### src/rtl/hazard_controller.sv
// Load-use stall / branch flush / halt sequencer for the 5-stage core.
// Optional HAZARD_STATS_EN adds saturating stall_count / flush_count outputs.
module hazard_controller #(
  parameter int ADDR_W            = 3,
  parameter int LOAD_STALL_CYCLES = 1
) (
  input  logic              clock,
  input  logic              reset,
  input  logic [ADDR_W-1:0] read_addr_p2_A,
  input  logic [ADDR_W-1:0] read_addr_p2_B,
  input  logic              use_A_p2,
  input  logic              use_B_p2,
  input  logic [ADDR_W-1:0] write_addr_p3,
  input  logic              mem_read_p3,
  input  logic              branch_taken_p3,
  input  logic              halt_p3,
  output logic              stall_p1,
  output logic              stall_p2,
  output logic              bubble_p3,
  output logic              flush_p1,
  output logic              flush_p2,
  output logic              halted
`ifdef HAZARD_STATS_EN
  ,
  output logic [15:0]       stall_count,
  output logic [15:0]       flush_count
`endif
);

  typedef enum logic [1:0] {S_RUN, S_LSTALL, S_HALT} state_t;

  localparam logic [2:0] LSC_M1 = 3'(LOAD_STALL_CYCLES - 1);

  state_t     r_state;
  logic [2:0] r_cnt;
  logic       r_rst_d;
  logic       w_hazard;
  logic       w_active;

  assign w_hazard = mem_read_p3 &
                    ((use_A_p2 & (read_addr_p2_A == write_addr_p3)) |
                     (use_B_p2 & (read_addr_p2_B == write_addr_p3)));

  // Outputs and transitions are suppressed in the reset cycle and the one after it.
  assign w_active = !reset && !r_rst_d;

  always_comb begin
    stall_p1  = 1'b0;
    stall_p2  = 1'b0;
    bubble_p3 = 1'b0;
    flush_p1  = 1'b0;
    flush_p2  = 1'b0;
    halted    = 1'b0;
    if (w_active) begin
      case (r_state)
        S_RUN: begin
          if (halt_p3) begin
            flush_p1 = 1'b1;
            flush_p2 = 1'b1;
            stall_p1 = 1'b1;
          end else if (branch_taken_p3) begin
            flush_p1 = 1'b1;
            flush_p2 = 1'b1;
          end else if (w_hazard) begin
            stall_p1  = 1'b1;
            stall_p2  = 1'b1;
            bubble_p3 = 1'b1;
          end
        end
        S_LSTALL: begin
          stall_p1  = 1'b1;
          stall_p2  = 1'b1;
          bubble_p3 = 1'b1;
        end
        S_HALT: begin
          stall_p1  = 1'b1;
          stall_p2  = 1'b1;
          bubble_p3 = 1'b1;
          halted    = 1'b1;
        end
        default: ;
      endcase
    end
  end

  always_ff @(posedge clock) begin
    if (reset) begin
      r_state <= S_RUN;
      r_cnt   <= 3'd0;
      r_rst_d <= 1'b1;
    end else begin
      r_rst_d <= 1'b0;
      if (!r_rst_d) begin
        case (r_state)
          S_RUN: begin
            if (halt_p3) begin
              r_state <= S_HALT;
            end else if (branch_taken_p3) begin
              r_state <= S_RUN;
            end else if (w_hazard && (LOAD_STALL_CYCLES > 1)) begin
              r_cnt   <= LSC_M1;
              r_state <= S_LSTALL;
            end
          end
          S_LSTALL: begin
            // Branch/halt in p3 are ignored here: p3 holds a bubble.
            r_cnt <= r_cnt - 3'd1;
            if (r_cnt == 3'd1) r_state <= S_RUN;
          end
          S_HALT:  r_state <= S_HALT;
          default: r_state <= S_RUN;
        endcase
      end
    end
  end

`ifdef HAZARD_STATS_EN
  logic w_branch_flush;
  assign w_branch_flush = w_active && (r_state == S_RUN) && !halt_p3 && branch_taken_p3;

  always_ff @(posedge clock) begin
    if (reset) begin
      stall_count <= 16'd0;
      flush_count <= 16'd0;
    end else begin
      if (bubble_p3 && (r_state != S_HALT) && (stall_count != 16'hFFFF))
        stall_count <= stall_count + 16'd1;
      if (w_branch_flush && (flush_count != 16'hFFFF))
        flush_count <= flush_count + 16'd1;
    end
  end
`endif

endmodule

### config.mk
export PLATFORM = sky130hd
export DESIGN_NAME = hazard_controller
export DESIGN_NICKNAME = d
export VERILOG_FILES = /design/src/rtl/hazard_controller.sv
export SDC_FILE = /design/constraint.sdc
export NUM_CORES = 1
export LEC_CHECK = 0
export CORE_AREA = 2 2 39 41
export DETAILED_ROUTE_END_ITERATION = 10
export DIE_AREA = 0 0 41 43
export REMOVE_ABC_BUFFERS = 1
export SYNTH_ARGS = -nofsm -noshare
export SYNTH_HDL_FRONTEND = slang
export SYNTH_SLANG_ARGS = --single-unit
### constraint.sdc
create_clock -name clock -period 1.2 [get_ports clock]
set_input_delay 0.24 -clock clock [delete_from_list [all_inputs] [get_ports clock]]
set_output_delay 0.24 -clock clock [all_outputs]
set_load 0.02 [all_outputs]
# Yosys cells after proc, flatten, opt, wreduce, memory -nomap -nowiden
# Cells that the tools add are included.
# word_totals
ff_bits	6
out_inout_bits	6
# op_classes
eq_ne	7
bitwise	5
mux	19
reduce_logical	7
addsub	1
# ops
operator	count
$mux W1	13
$eq A3 B3 Y1	2
$mux W2	3
$pmux W2 S3	1
$pmux W1 S2	2
$and A1 B1 Y1	3
$eq A3 B1 Y1 const B	1
$ne A3 B3 Y1 const B	1
$reduce_and A3 Y1	1
$sub A3 B1 Y3 const B	1
$eq A2 B1 Y1 const B	1
$eq A2 B2 Y1 const B	1
$logic_not A1 Y1	2
$logic_not A2 Y1	1
$ne A2 B2 Y1 const B	1
$reduce_and A2 Y1	1
$reduce_or A2 Y1	1
$logic_and A1 B1 Y1	1
$not A1 Y1	1
$or A1 B1 Y1	1

# Longest topological paths before layout
# logic_depth
depth_word	9
ltp_mapped	5

# Worst setup path after synthesis
# No wires, ideal clock.
# synth_path
path_type	flip-flop to output port
start	register r_rst_d
end	output stall_p2
arrival_time_ns	1.117
n_path_buf	1
stages_incl_launch_ff	5
slack_ns	-0.157
required_time_ns	0.960
path_cell_list	dfxtp_1 > nor2_1 > and2_1 > a21o_1 > buf_4
# synth_via
elab_chain_len	3
# synth_rtl
item	line	rtl
start: declaration	36	logic r_rst_d;
start signal: assignment	90	r_rst_d <= 1'b1;
start signal: assignment	92	r_rst_d <= 1'b0;
$logic_not A1 Y1	-	
$logic_and A1 B1 Y1	45	assign w_active = !reset && !r_rst_d;
$mux W1	-	
end: declaration	18	output logic stall_p2,
# Every way passes these cells.

# Worst setup path after layout
# layout_path
start	register r_rst_d
end	output stall_p2
# layout_via
elab_chain_len	3
# layout_rtl
item	line	rtl
$logic_not A1 Y1	-	
$logic_and A1 B1 Y1	45	
$mux W1	54	if (w_active) begin
# Every way passes these cells.

==> metrics <==
Die Height approximately 43 um; Worst VDD drop around 370 uV; Layout fillers around 170; diodes inserted 0; fin crit share 1.18; DRT iter0 DRCs 0; final instance area around 420 um2; cell area after synthesis between 150 and 200 um2; die area 1760 um2; Worst Hold Class in -> reg; Starting Density 0.135; initial antenna violation count 0; max cap viols 0; final wirelength ~540 um; failing checks negative setup slack; Period minus WS final 1.41 ns; Congestion Overflow GR 0; clk sink count 2; H-tree levels 1; Synth area leader xnor2_1; Wirelength per Cell roughly 8.4 um; largest net degree at the start of global routing 5; Pre-antenna DRT Iters 1; root buffer cell clkbuf_4; clock skew 0.00163 ns; Critical Setup Path Class reg -> out; cell area power density around 770 nW/um2; layout cells sized above 1 0.469; CTS Buf Count 3; core area 1380 um2; cts hold-fix bufs 0; GRT Resource Usage Total 0.0772; worst skew pair latency between 0.2 and 0.25 ns; DP Worst Slack -0.992 ns; top cell type's share of synthesized area 0.282; flops & latches, synth 2; Netlist cell types 12; crit path DAT about 1.2 ns; Routed Antenna Nets 0; Row Count 14; I/O Pins 22; Setup TNS Final -1.03 ns; status complete, but fails checks; Crit. End Element output pin; Synth Warn # 0; sequential area share after synthesis 0.215; Max Buffers Root-to-Sink 2; Slew @ Worst Pin approximately 0.14 ns; Slew Viols, Final 0; largest cells by area after synthesis xnor2_1, dfxtp_1, buf_4; Core Util, Final 0.305; endpoints failing hold 0; worst setup margin -0.211 ns; slew margin rel. 0.909; WP data required 0.96 ns; via count 243; Avg Inst Size Synth 7.46 um2; Worst setup SP type flip-flop; Syn Inst Count 25; dpl cell area about 400 um2; DRC viols 0; Crit Path Max Fanout 3; post-DP HPWL between 400 and 500 um; CTS tree yes; global-route wire length before repair between 800 and 900 um; vias in the first global route 253; final setup fails 6; RSZ-0062 raised after global routing yes; clock slew at reported path FFs ~0.030 ns; commonest non-fill, non-tap cells in the layout xnor2_1, dlygate4sd2_1, buf_6; Vias/cell approximately 3.7; PortBufs 21; P_leak about 0.21 nW; DIE WIDTH a little over 40 um; GPL Wtd Cong 0.577; Max Clk Rate about 700 MHz; final net count 67; Syn-to-layout area delta 126%
## cell families (layout without fill, tap and decap cells)
logic type,after synthesis,after routing,synth area share
AND/OR/NAND/NOR,8,8,0.235
XOR/XNOR,6,6,0.282
AO/OA/AOI/OAI,5,5,0.148
buffers and inverters,4,28,0.121
flip-flops,2,2,0.215
## timing repair
item | 4_1_cts | 5_1_grt
pin swaps | 12 | 9
endpoints found under the setup margin | 6 | 6
buffers inserted | 1 | 0
gates cloned | 0 | 0
resized for setup | 68 | 7
## report_power, final
group	internal, W	leakage (nW)	switching (W)
clock	0.000110	0.0138	0.0000337
combinational	0.0000626	0.184	0.0000435
sequential	0.0000716	0.0167	0.00000305
## flip-flops by register name (all words and copies together), names as in the netlist
signal / cells
r_state: 1
r_rst_d: 1
## synthesized netlist by cell type
cell type  count
a21o_1         1
a21oi_1        2
and2_1         1
buf_4          2
dfxtp_1        2
inv_1          2
nand2b_1       1
nand3b_1       1
nand4_1        2
nor2_1         3
o21ai_0        2
xnor2_1        6
## per-layer routing
metal  GRT usage  vias to the layer above  share of wire
met5           0                        -              0
met4      0.0600                        0              0
met3      0.0366                        0           0.11
met2       0.119                        9           0.52
met1      0.0735                      105           0.37
li1            -                      129              -
## layout make-up
type / count / area (um2) / share of cell area
Inverter: 2 / 7.51 / 0.0178
Timing Repair Buffer: 23 / 190 / 0.451
Tap cell: 16 / 20.0 / 0.0475
Clock buffer: 3 / 22.5 / 0.0534
Sequential cell: 2 / 41.3 / 0.0979
Multi-Input combinational cell: 19 / 140 / 0.332
## metrics by stage
step	hold WS (ns)	cells	power, W
after floorplan	0.268	23	0.000116
after global placement	0.490	61	0.000193
after detailed placement	0.504	61	0.000194
after CTS	0.303	65	0.000333
after global routing	0.306	65	0.000351
final	0.313	65	0.000324
## critical path, stage by stage, from the launching register on
cell and delay (ns):
dfxtp_2 0.32, nor2_2 0.04, buf_4 0.13, and2_4 0.15, a21o_1 0.18, buf_6 0.13
## path summary, 6_finish.rpt
path	from	endpoint	slack (ns)	cells past startpoint
hold / removal	reset	r_rst_d$_DFF_P_	0.31	1
setup reg to reg	r_rst_d$_DFF_P_	r_state[1]$_SDFFE_PP0P_	0.55	3
hold reg to reg	r_state[1]$_SDFFE_PP0P_	r_state[1]$_SDFFE_PP0P_	0.52	2
setup / recovery	r_rst_d$_DFF_P_	stall_p2	-0.21	5
Power figures use the tool's default switching activity.
